===== config.mk =====
export PLATFORM = sky130hd
export DESIGN_NAME = trial_div_factor
export DESIGN_NICKNAME = d
export VERILOG_FILES = /design/src/rtl/rsa_pkg.sv /design/src/rtl/serial_divmod.sv /design/src/rtl/trial_div_factor.sv
export SDC_FILE = /design/constraint.sdc
export NUM_CORES = 1
export LEC_CHECK = 0
export ABC_AREA = 1
export BUFFER_PORTS_ARGS = -buffer_cell sky130_fd_sc_hd__clkbuf_2
export CORE_MARGIN = 1
export CORE_UTILIZATION = 50
export CTS_CLUSTER_SIZE = 14
export DETAILED_ROUTE_END_ITERATION = 6
export PLACE_DENSITY_LB_ADDON = 0.08
export SLEW_MARGIN = 15
export SYNTH_ARGS = -nofsm -noshare
export SYNTH_HDL_FRONTEND = slang
export SYNTH_SLANG_ARGS = --single-unit

===== constraint.sdc =====
create_clock -name clk -period 2.7 [get_ports clk]
set_input_delay 0.405 -clock clk [delete_from_list [all_inputs] [get_ports clk]]
set_output_delay 0.405 -clock clk [all_outputs]
set_load 0.02 [all_outputs]

===== src/rtl/rsa_pkg.sv =====
// rtl/rsa_pkg.sv - shared constants and FSM encoding for the RSA factoring path
// Contents: default widths, trial-division candidate constants, factor FSM states.
package rsa_pkg;

  localparam int N_W_DEF   = 14;
  localparam int CNT_W_DEF = 8;

  // Candidate sequence: 2, then odd numbers from FIRST_ODD.
  localparam int FIRST_CAND = 2;
  localparam int FIRST_ODD  = 3;
  localparam int ODD_STEP   = 2;

  // 6k+-1 wheel: after 3 comes WHEEL_START, then +2/+4 alternating.
  localparam int WHEEL_START  = 5;
  localparam int WHEEL_STEP_A = 2;
  localparam int WHEEL_STEP_B = 4;

  typedef enum logic [2:0] {
    ST_IDLE  = 3'd0,
    ST_LOAD  = 3'd1,
    ST_DIV   = 3'd2,
    ST_CHECK = 3'd3,
    ST_FIN   = 3'd4
  } state_t;

endpackage


===== src/rtl/serial_divmod.sv =====
// rtl/serial_divmod.sv - restoring serial divider, one quotient bit per step
// Ports:
//   clk, rst_n        clock, asynchronous active-low reset
//   load              capture dividend/divisor, clear remainder and bit counter
//   step              produce the next quotient bit
//   dividend, divisor N_W-bit operands (divisor must be non-zero)
//   quo, rem          quotient / remainder, valid after N_W steps
//   fin               high during the final (N_W-th) step
module serial_divmod #(
  parameter int N_W = 14
) (
  input  logic           clk,
  input  logic           rst_n,
  input  logic           load,
  input  logic           step,
  input  logic [N_W-1:0] dividend,
  input  logic [N_W-1:0] divisor,
  output logic [N_W-1:0] quo,
  output logic [N_W-1:0] rem,
  output logic           fin
);

  localparam int CW = $clog2(N_W + 1);

  logic [N_W-1:0] quo_r;
  logic [N_W-1:0] rem_r;
  logic [N_W-1:0] div_r;
  logic [CW-1:0]  cnt;
  logic [N_W:0]   trial;
  logic           ge;
  logic [N_W-1:0] diff;

  // quo_r doubles as the dividend shift register: its MSB feeds the
  // partial remainder while quotient bits enter at the LSB.
  assign trial = {rem_r, quo_r[N_W-1]};
  assign ge    = (trial >= {1'b0, div_r});
  // When ge, trial - div_r < div_r, so the low N_W bits hold the result.
  assign diff  = trial[N_W-1:0] - div_r;

  always_ff @(posedge clk or negedge rst_n) begin
    if (!rst_n) begin
      quo_r <= '0;
      rem_r <= '0;
      div_r <= '0;
      cnt   <= '0;
    end else if (load) begin
      quo_r <= dividend;
      rem_r <= '0;
      div_r <= divisor;
      cnt   <= '0;
    end else if (step) begin
      quo_r <= {quo_r[N_W-2:0], ge};
      rem_r <= ge ? diff : trial[N_W-1:0];
      cnt   <= cnt + CW'(1);
    end
  end

  assign quo = quo_r;
  assign rem = rem_r;
  assign fin = step && (cnt == CW'(N_W - 1));

endmodule


===== src/rtl/trial_div_factor.sv =====
// rtl/trial_div_factor.sv - sequential trial-division factor finder for n = p*q
// Option: WHEEL6_EN selects the 2, 3, 6k+-1 candidate wheel instead of all odd numbers.
// Ports:
//   clk, rst_n  clock, asynchronous active-low reset
//   start       request, sampled only while idle; n captured on accept
//   abort       cancel a running search (no done pulse, results kept)
//   n           modulus
//   busy        search in progress
//   done        one-cycle pulse, results valid
//   p, q        smallest factor >= 2 and n/p; 1 and n when n is prime
//   prime       no divisor up to floor(sqrt(n))
//   invalid     n < 2
//   trials      candidates tested, saturating
module trial_div_factor
  import rsa_pkg::*;
#(
  parameter int N_W   = N_W_DEF,
  parameter int CNT_W = CNT_W_DEF
) (
  input  logic             clk,
  input  logic             rst_n,
  input  logic             start,
  input  logic             abort,
  input  logic [N_W-1:0]   n,
  output logic             busy,
  output logic             done,
  output logic [N_W-1:0]   p,
  output logic [N_W-1:0]   q,
  output logic             prime,
  output logic             invalid,
  output logic [CNT_W-1:0] trials
);

  state_t           state, state_n;
  logic [N_W-1:0]   n_r;
  logic [N_W-1:0]   d;
  logic [N_W-1:0]   d_next;
  logic [CNT_W-1:0] trial_cnt;
  logic             n_small;
  logic             div_load, div_step, div_fin;
  logic [N_W-1:0]   div_quo, div_rem;
  logic             hit, past_sqrt;

  serial_divmod #(.N_W(N_W)) u_div (
    .clk      (clk),
    .rst_n    (rst_n),
    .load     (div_load),
    .step     (div_step),
    .dividend (n_r),
    .divisor  (d),
    .quo      (div_quo),
    .rem      (div_rem),
    .fin      (div_fin)
  );

  assign n_small   = (n < N_W'(2));
  assign hit       = (div_rem == '0);
  // quo < d is the same test as d*d > n, without a multiplier.
  assign past_sqrt = (div_quo < d);

`ifdef WHEEL6_EN
  logic step4;

  always_comb begin
    d_next = d + N_W'(ODD_STEP);
    if (d == N_W'(FIRST_CAND))
      d_next = N_W'(FIRST_ODD);
    else if (d == N_W'(FIRST_ODD))
      d_next = N_W'(WHEEL_START);
    else
      d_next = d + (step4 ? N_W'(WHEEL_STEP_B) : N_W'(WHEEL_STEP_A));
  end

  // Toggles only once the wheel is running (d >= 5).
  always_ff @(posedge clk or negedge rst_n) begin
    if (!rst_n)
      step4 <= 1'b0;
    else if (state == ST_IDLE && start)
      step4 <= 1'b0;
    else if (state == ST_CHECK && !abort && !hit && !past_sqrt &&
             d != N_W'(FIRST_CAND) && d != N_W'(FIRST_ODD))
      step4 <= ~step4;
  end
`else
  always_comb begin
    d_next = d + N_W'(ODD_STEP);
    if (d == N_W'(FIRST_CAND))
      d_next = N_W'(FIRST_ODD);
  end
`endif

  always_ff @(posedge clk or negedge rst_n) begin
    if (!rst_n)
      state <= ST_IDLE;
    else
      state <= state_n;
  end

  always_comb begin
    state_n  = state;
    div_load = 1'b0;
    div_step = 1'b0;
    case (state)
      ST_IDLE: begin
        if (start)
          state_n = n_small ? ST_FIN : ST_LOAD;
      end
      ST_LOAD: begin
        div_load = 1'b1;
        state_n  = abort ? ST_IDLE : ST_DIV;
      end
      ST_DIV: begin
        div_step = 1'b1;
        if (abort)
          state_n = ST_IDLE;
        else if (div_fin)
          state_n = ST_CHECK;
      end
      ST_CHECK: begin
        if (abort)
          state_n = ST_IDLE;
        else if (hit || past_sqrt)
          state_n = ST_FIN;
        else
          state_n = ST_LOAD;
      end
      ST_FIN:  state_n = ST_IDLE;
      default: state_n = ST_IDLE;
    endcase
  end

  assign busy = (state == ST_LOAD) || (state == ST_DIV) || (state == ST_CHECK);
  assign done = (state == ST_FIN);

  // Result registers are written on the edge into FIN so they are valid
  // alongside the done pulse and then hold.
  always_ff @(posedge clk or negedge rst_n) begin
    if (!rst_n) begin
      n_r       <= '0;
      d         <= '0;
      trial_cnt <= '0;
      p         <= '0;
      q         <= '0;
      prime     <= 1'b0;
      invalid   <= 1'b0;
      trials    <= '0;
    end else begin
      case (state)
        ST_IDLE: begin
          if (start) begin
            n_r       <= n;
            d         <= N_W'(FIRST_CAND);
            trial_cnt <= '0;
            if (n_small) begin
              p       <= '0;
              q       <= n;
              prime   <= 1'b0;
              invalid <= 1'b1;
              trials  <= '0;
            end
          end
        end
        ST_LOAD: begin
          if (trial_cnt != '1)
            trial_cnt <= trial_cnt + CNT_W'(1);
        end
        ST_CHECK: begin
          if (!abort) begin
            if (hit) begin
              p       <= d;
              q       <= div_quo;
              prime   <= 1'b0;
              invalid <= 1'b0;
              trials  <= trial_cnt;
            end else if (past_sqrt) begin
              p       <= N_W'(1);
              q       <= n_r;
              prime   <= 1'b1;
              invalid <= 1'b0;
              trials  <= trial_cnt;
            end else begin
              d <= d_next;
            end
          end
        end
        default: ;
      endcase
    end
  end

endmodule


# Word level (Yosys, flattened, before mapping)
# Cells that the tools add are included.
totals:
  regBits: 123
  latchBits: 0
  ramBits: 0
  romBits: 0
  input_bits: 18
  output_inout_bits: 40
  word_cells: 105
  n_memories: 0
classes:
  addsub: 4
  multipliers: 0
  div_mod_pow: 0
  n_lt_le_gt_ge: 3
  n_eq_ne: 15
  n_shift: 0
  muxes: 56
  n_bitwise: 0
  n_reduce_logical: 14
op_table:
  columns: ["operator", "count"]
  rows:
  - ["14-bit 2-to-1 mux", 20]
  - ["14-bit one-hot mux with 2 select lines", 3]
  - ["8-bit 2-to-1 mux", 7]
  - ["8-bit one-hot mux with 2 select lines", 2]
  - ["3-bit 2-to-1 mux", 6]
  - ["15-bit by 14-bit >= comparator with 1-bit output", 1]
  - ["14-bit by 2-bit adder with 14-bit output, second input constant", 1]
  - ["14-bit by 2-bit == test with 1-bit output, second input constant", 1]
  - ["14-bit zero test", 1]
  - ["14-bit less-than comparator", 1]
  - ["14-bit by 2-bit less-than comparator with 1-bit output, second input constant", 1]
  - ["14-bit subtractor", 1]
  - ["1-bit 2-to-1 mux", 12]
  - ["3-bit one-hot mux with 4 select lines", 1]
  - ["2-bit inequality test, second input constant", 5]
  - ["5-bit AND reduction", 2]
  - ["8-bit by 1-bit adder with 8-bit output, second input constant", 1]
  - ["4-bit 2-to-1 mux", 2]
  - ["8-bit inequality test, second input constant", 1]
  - ["3-bit by 2-bit == test with 1-bit output, second input constant", 2]
  - ["3-bit inequality test, second input constant", 2]
  - ["2-bit nonzero test", 3]
  - ["4-bit by 1-bit adder with 4-bit output, second input constant", 1]
  - ["4-bit == test, second input constant", 1]
  - ["other kinds (10)", 14]

# Logic depth before layout (Yosys ltp)
# Gate-level depths: netlist (run 1).
depth:
  depth_word: 6
  ltp_mapped: 14
  mapped_depth_nobuf: 14

# Hierarchy
# From an unflattened synthesis (run 1), not the netlist that was laid out.
unflattened:
  hier_cells: 1003
  area_unflattened_um2: 7304.5
modules_own_cells:
  columns: ["mod", "instances", "cells_per_inst", "area_each_um2", "seq_area_each_um2"]
  rows:
  - ["trial_div_factor", 1, 603, 4341.7, 1926.8]
  - ["serial_divmod", 1, 400, 2962.8, 1151.1]

# Worst setup path before layout (run 1)
# No wires, ideal clock.
synth_timing:
  kind: "register -> register"
  from: "register u_div.rem_r[1], in the netlist u_div.rem[1]"
  to: "register u_div.quo_r[0], in the netlist u_div.quo[0]"
  setup_time_ns: 0.142
  arrival_ns: 1.777
  required_time_ns: 2.558
  path_slack_ns: 0.781
  stages_incl_launch_ff: 10
  path_buffers: 1
  period_less_slack_ns: 1.919
  cell_sequence: "dfrtp_1 -> ha_1 -> or2_2 -> nand3_1 -> nand2_1 -> nand3_1 -> nand2_1 -> buf_4 -> nand2_1 -> o221ai_1"
synth_via:
  elab_chain_cells: 3
synth_rtl:
  columns: ["element", "line_no", "text"]
  rows:
  - ["start, declared", "serial_divmod.sv:26", "logic [N_W-1:0] rem_r;"]
  - ["start signal, assigned", "serial_divmod.sv:53", "rem_r <= ge ? diff : trial[N_W-1:0];"]
  - ["15-bit by 14-bit >= comparator with 1-bit output", "serial_divmod.sv:36", "assign ge = (trial >= {1'b0, div_r});"]
  - ["14-bit 2-to-1 mux", "serial_divmod.sv:51", "end else if (step) begin"]
  - ["14-bit 2-to-1 mux", "serial_divmod.sv:46", "end else if (load) begin"]
  - ["end signal, assigned", "serial_divmod.sv:47", "quo_r <= dividend;"]
  - ["end signal, assigned", "serial_divmod.sv:52", "quo_r <= {quo_r[N_W-2:0], ge};"]
  - ["end, declared", "serial_divmod.sv:25", "logic [N_W-1:0] quo_r;"]
# No other way between the ends. The select of a mux whose other input is x is not followed.
# A chain may end at the register's enable or synchronous reset.

# Worst setup path after layout (run 1)
layout_timing:
  from: "register d[9]"
  to: "register q[2]"
layout_via:
  elab_chain_cells: 3
layout_rtl:
  columns: ["element", "line_no", "text"]
  rows:
  - ["start, declared", "trial_div_factor.sv:36", "logic [N_W-1:0] d;"]
  - ["start signal, assigned", "trial_div_factor.sv:152", "d <= N_W'(FIRST_CAND);"]
  - ["start signal, assigned", "trial_div_factor.sv:182", "d <= d_next;"]
  - ["14-bit less-than comparator", "trial_div_factor.sv:59", "assign past_sqrt = (div_quo < d);"]
  - ["3-bit inequality test (no line)", null, null]
  - ["5-bit AND reduction (no line)", null, null]
  - ["end signal, assigned", "trial_div_factor.sv:156", "q <= n;"]
  - ["end signal, assigned", "trial_div_factor.sv:171", "q <= div_quo;"]
  - ["end signal, assigned", "trial_div_factor.sv:177", "q <= n_r;"]
  - ["end, declared", "trial_div_factor.sv:28", "output logic [N_W-1:0] q,"]
# No other way between the ends.

==> flow_summary_export.csv, run 1 <==
group,metric,value,unit
power_and_ir_drop,powerDensity,1159,nW/um2
floorplan,die_y,122.8,um
grt,grt_overflow_total,0,
worst_setup_path,reg2reg_depth,13,
clock_network,cts_setup_buffers,0,
synth,synth-seq-area-share,42.16,%
worst_setup_path,arrival,2.63,ns
route,routed.top_layer,"met4",
grt,grt_max_degree,60,
synth,syn_nets,1074,
route,wl_per_cell,14.81,um
synth,ys_top_cells_by_area,"dfrtp_1 (42%), nand2_1 (18%), nand3_1 (8.4%), inv_1 (6.1%), ha_1 (5.3%)",
sta,tightest_slew,0.6344,ns
synth,yosysWarnings,0,
route,antenna_left,0,
clock_network,cts_sinks,123,
worst_setup_path,path_class,"register to register",
route,met3_length,854,um
final_layout,diodes,0,
sta,rsz0062_at_grt,"no",
grt,antenna_found_initial,0,
worst_hold_path,hold_path.class,"primary input to asynchronous set/reset pin",
sta,skew,0.006842,ns
clock_network,clockBufferDepth,2,
clock_network,clk_latency,0.42,ns
clock_network,cts_resized,0,
worst_setup_path,worst-endpoint-required,3.01,ns
floorplan,num_io_pins,58,
floorplan,core,14040,um2
route,first_iter_violations,434,
power_and_ir_drop,cellLeakagePower,4.460,nW
sta,hold_slack,-0.01528,ns
placed_design,placed_area,7784,um2
worst_setup_path,worstReg2RegEnd,"q[2]",
synth,synthCells,1024,
sta,max_slew_margin,57.60,%
clock_network,numCtsBuffers,17,
floorplan,die_x,122.8,um
route,wl_met1,8866,um
synth,synthArstFlopShare,100.0,%
final_layout,final_area,8421,um2
sta,hold_viol,1,
status,violations,"negative hold slack",
sta,finalSetupTns,0,ns
worst_setup_path,rr_startpoint,"d[9]",
sta,fmax,431.0,MHz
grt,grt_pass1_wl,30820,um
sta,finalCritPeriodShare,85.93,%
power_and_ir_drop,ir_drop,574.0,uV
placed_design,place_hpwl,13650,um
synth,netlist_area,7301,um2
placed_design,io_buffers,57,
route,wl_met2,8850,um
placed_design,gp_congestion,0.9125,
sta,drv_slew,0,
synth,ys_top_cells_by_count,"nand2_1 (351), dfrtp_1 (123), nand3_1 (122)",
final_layout,syn2layout_area_growth,15.34,%
synth,synth_top_area_share,42.16,%
grt,first_global_vias,6217,
job,maxCapViolations,0,
final_layout,fin_nets,1131,
route,viasPerCell,5.294,
synth,ys.flop_type,"dfrtp_1",
status,outcome,"finished, violations left",
clock_network,clk_pin_slew,0.06,ns
synth,synth_area_leader_cell,"dfrtp_1",
final_layout,drive_gt1_share,10.79,%
grt,grt_usage,26.75,%
placed_design,dp_slack,0.4182,ns
sta,fin_ws,0.3799,ns
synth,synth_seq_cells,123,
synth,synth-edff-count,0,
floorplan,initial_core_util,51.99,%
clock_network,htree_levels,4,
clock_network,cts_hold_buf,0,
sta,min_period,2.320,ns
worst_setup_path,cp-start-kind,"register",
synth,synthMostInstantiatedCell,"nand2_1",
synth,yosysUniqueCellTypes,31,
route,drt_first_pass_iters,5,
floorplan,rows,43,
final_layout,final_util,59.97,%
worst_setup_path,worst_setup_path_end_kind,"register",
route,drc,0,
power_and_ir_drop,total_power,9.757,mW
route,vias,6744,
clock_network,cts_tree,"done",
clock_network,root_buffer,"clkbuf_16",
final_layout,fillers,1379,
worst_setup_path,r2r_slack,0.38,ns
sta,setup_viol_count_final,0,
synth,synth.avg_cell_area,7.130,um2
worst_setup_path,cp_max_fo,29,
floorplan,die_area,15090,um2
route,wl,18870,um
routing by layer:
metal,vias up,GRT usage (%)
met2,152,42.87
met4,0,7.470
met5,-,0
met3,25,5.437
met1,3168,36.64
li1,3399,-
cells in the final DEF (no fill, tap or decap), drive strengths merged:
cell and instances:
buf 21, o31ai 1, a21o 1, nand4 23, nand2 351, o21ai 51
dfrtp 123, o22ai 10, or2 4, fa 1, o211ai 1, and2 2
xnor2 6, clkinvlp 2, a21oi 16, nand3 122, a21boi 1, xor2 12
clkinv 3, bufinv 4, nor3 9, nor2 90, ha 31, o221ai 6
nand3b 2, inv 123, clkbuf 78
area by class of cell:
cell class / instances / area, um2 / area share [%]
inverters: 122 / 457.9 / 5.438
flip-flops and latches: 123 / 3078 / 36.55
repair buffers: 77 / 450.4 / 5.349
clock inverters: 10 / 162.7 / 1.932
well taps: 180 / 225.2 / 2.675
clock buffers: 22 / 474.2 / 5.632
multi-input cells: 740 / 3572 / 42.42
worst max-delay path, cell delays in order (launching register included):
cell     delay [ns]
dfrtp_1        0.45
inv_1          0.14
ha_1           0.33
nand2_1        0.07
inv_1          0.03
o21ai_0        0.14
nand3_1        0.10
nor2_1         0.13
nand2_1        0.14
nand2_1        0.17
nand2_1        0.11
buf_4          0.25
nand2_1        0.09
nand2_1        0.05
where the power goes:
group / internal [mW] / total (mW) / leakage (nW) / switching (mW)
Combinational: 1.47 / 4.59 / 2.52 / 3.12
Clock: 1.62 / 2.47 / 0.307 / 0.853
Sequential: 2.32 / 2.69 / 1.63 / 0.380
Total: 5.41 / 9.76 / 4.46 / 4.35
through the flow:
step / std cells / hold WS (ns)
after CTS: 1274 / 0.001714
after detailed placement: 1242 / 0.4449
final: 1274 / -0.01528
after floorplan: 1024 / 0.1094
after global placement: 1242 / 0.4448
after global routing: 1274 / 0.03012
flip-flops by register name, summed over array words and instances, names as in the netlist:
register	cells
d	14
invalid	1
n_r	14
p	14
prime	1
q	14
state	3
trial_cnt	8
trials	8
u_div.cnt	4
u_div.div_r	14
u_div.quo	14
u_div.rem	14
worst max-delay path by stage:
stage | start | cells past startpoint | to | slack (ns)
global placement | u_div.rem[12] | 12 | u_div.rem[5] | 0.44
detailed placement | d[9] | 13 | q[8] | 0.42
finish | d[9] | 13 | q[2] | 0.38
CTS | d[9] | 13 | q[8] | 0.39
global route | d[9] | 13 | q[7] | 0.08
floorplan | u_div.rem[1] | 9 | u_div.quo[0] | 0.78
cell families after synthesis:
group                    synth area share [%]
flip-flops                              42.16
buffers and inverters                   8.912
AND/OR/NAND/NOR                         34.60
XOR/XNOR                                2.159
adder cells (fa/ha/maj)                 5.587
AO/OA/AOI/OAI                           6.581
Power figures use the tool's default switching activity.
==> inputs of run 2 (changes only) <==
- CELL_PAD_IN_SITES_DETAIL_PLACEMENT: default -> 0
- CELL_PAD_IN_SITES_GLOBAL_PLACEMENT: default -> 2
- CORE_UTILIZATION: 50 -> 35
==> flow_summary_export.csv, run 2 (synthesis results as in run 1) <==
group,metric,value,unit
status,outcome,"finished, final reports clean",
worst_hold_path,hold_path.class,"primary input to register",
sta,fmax,447.6,MHz
final_layout,drive_gt1_share,11.59,%
worst_hold_path,hold_end,"n_r[2]",
sta,max_slew_margin,63.67,%
route,vias,6641,
floorplan,num_io_pins,58,
sta,fin_ws,0.4658,ns
final_layout,final_area,8562,um2
final_layout,syn2layout_area_growth,17.28,%
placed_design,dp_slack,0.4692,ns
clock_network,root_buffer,"clkbuf_16",
worst_setup_path,arrival,2.60,ns
route,routed.top_layer,"met4",
sta,skew,0.01310,ns
final_layout,multi_input_area,3572,um2
worst_setup_path,worst-endpoint-required,3.06,ns
sta,finalCritPeriodShare,82.75,%
route,antenna_left,0,
worst_setup_path,path_class,"register to register",
job,maxCapViolations,0,
sta,tightest_slew,0.5449,ns
final_layout,final_util,42.04,%
final_layout,diodes,0,
grt,grt_pass1_wl,35250,um
floorplan,die_x,146.4,um
grt,grt_usage,20.97,%
final_layout,final_cell_mix,"nand2_1 (351), dfrtp_1 (123), nand3_1 (122)",
power_and_ir_drop,ir_drop,469.8,uV
clock_network,htree_levels,4,
placed_design,placed_area,7980,um2
clock_network,numCtsBuffers,17,
worst_setup_path,worst_setup_path_end_kind,"register",
worst_setup_path,r2r_slack,0.47,ns
grt,grt_max_degree,57,
route,wl,21090,um
worst_hold_path,holdPathStages,3,
floorplan,die_area,21440,um2
worst_setup_path,cp_max_fo,27,
route,first_iter_violations,370,
grt,first_global_vias,6682,
clock_network,cts_tree,"done",
route,drc,0,
worst_setup_path,rr_startpoint,"d[11]",
clock_network,cts_sinks,123,
grt,grt_overflow_total,0,
worst_setup_path,reg2reg_depth,13,
floorplan,die_y,146.4,um
sta,setup_viol_count_final,0,
route,drt_first_pass_iters,5,
sta,rsz0062_at_grt,"no",
grt,antenna_found_initial,0,
placed_design,place_hpwl,15610,um
power_and_ir_drop,cellLeakagePower,4.482,nW
clock_network,clk_latency,0.43,ns
placed_design,io_buffers,57,
final_layout,regArea,3078,um2
sta,finalSetupTns,0,ns
final_layout,fin_cells,1374,
sta,min_period,2.234,ns
route,met3_length,554,um
route,wl_met1,10620,um
route,wl_per_cell,15.35,um
sta,drv_slew,0,
floorplan,core,20360,um2
floorplan,initial_core_util,35.85,%
clock_network,clk_pin_slew,0.07,ns
final_layout,final_common_cell,"nand2_1",
final_layout,fillers,2242,
floorplan,rows,52,
sta,hold_viol,0,
final_layout,fin_nets,1141,
route,wl_met2,9727,um
clock_network,clockBufferDepth,2,
route,viasPerCell,4.833,
worst_setup_path,cp-start-kind,"register",
power_and_ir_drop,powerDensity,1129,nW/um2
placed_design,gp_congestion,0.8285,
worst_hold_path,hp-start,"n[2]",
placed_design,placedCellCount,1341,
worst_setup_path,worstReg2RegEnd,"q[9]",
run 2: cell types whose count changed in the layout (fill, tap and decap cells not counted), sizes merged, moves of 2 or more:
cell    before  now
bufinv       4    1
buf         21   30
clkinv       3    5
clkbuf      78   76
inv        123  125
run 2: how the worst max path moves through the flow:
stage / start / endpoint / slack, ns / cells past startpoint
5_1_grt: d[11] / q[0] / 0.1 / 13
2_1_floorplan: u_div.rem[1] / u_div.quo[0] / 0.78 / 9
3_3_place_gp: d[11] / q[10] / 0.48 / 13
6_report: d[11] / q[9] / 0.47 / 13
3_5_place_dp: d[11] / q[9] / 0.47 / 13
4_1_cts: d[11] / q[9] / 0.44 / 13
run 2: layer usage:
metal | up-vias | track usage, %
met1 | 3114 | 29.27
met5 | - | 0
li1 | 3422 | -
met2 | 86 | 33.98
met4 | 0 | 5.469
met3 | 19 | 3.000
run 2: power breakdown:
| group | internal (mW) | switching (mW) |
|---|---|---|
| clock network | 1.32 | 0.925 |
| logic | 1.56 | 3.17 |
| registers | 2.31 | 0.382 |
| total | 5.20 | 4.47 |
run 2: what timing repair did:
| action | 4_1_cts | 5_1_grt |
|---|---|---|
| setup buffers | 0 | 0 |
| gates resized for setup | 0 | 0 |
| hold buffers | 1 | 0 |
| endpoints found under the hold margin | 54 | 0 |
run 2: final cells by class:
class	count	area share, %
Tap cell	270	3.946
Clock inverter	12	1.344
Inverter	122	5.349
Multi-Input combinational cell	740	41.72
Timing Repair Buffer	87	6.357
Clock buffer	20	5.334
Sequential cell	123	35.95
run 2: critical path, stage by stage (launching register included):
cell and delay [ns]:
dfrtp_1 0.38, inv_1 0.16, ha_1 0.34, nand2_1 0.05
nor2_1 0.12, nand3_1 0.11, nor2_1 0.10, nand2_1 0.07
nand2_1 0.14, nand2_1 0.12, nand2_1 0.09, buf_4 0.31
nand2_1 0.10, nand2_1 0.07
run 2: through the flow:
stage | hold slack (ns) | total power, mW
after floorplan | 0.1094 | 6.009
after global placement | 0.4167 | 7.498
after detailed placement | 0.4128 | 7.486
after CTS | 0.1871 | 9.780
after global routing | 0.2025 | 10.54
final | 0.2035 | 9.671
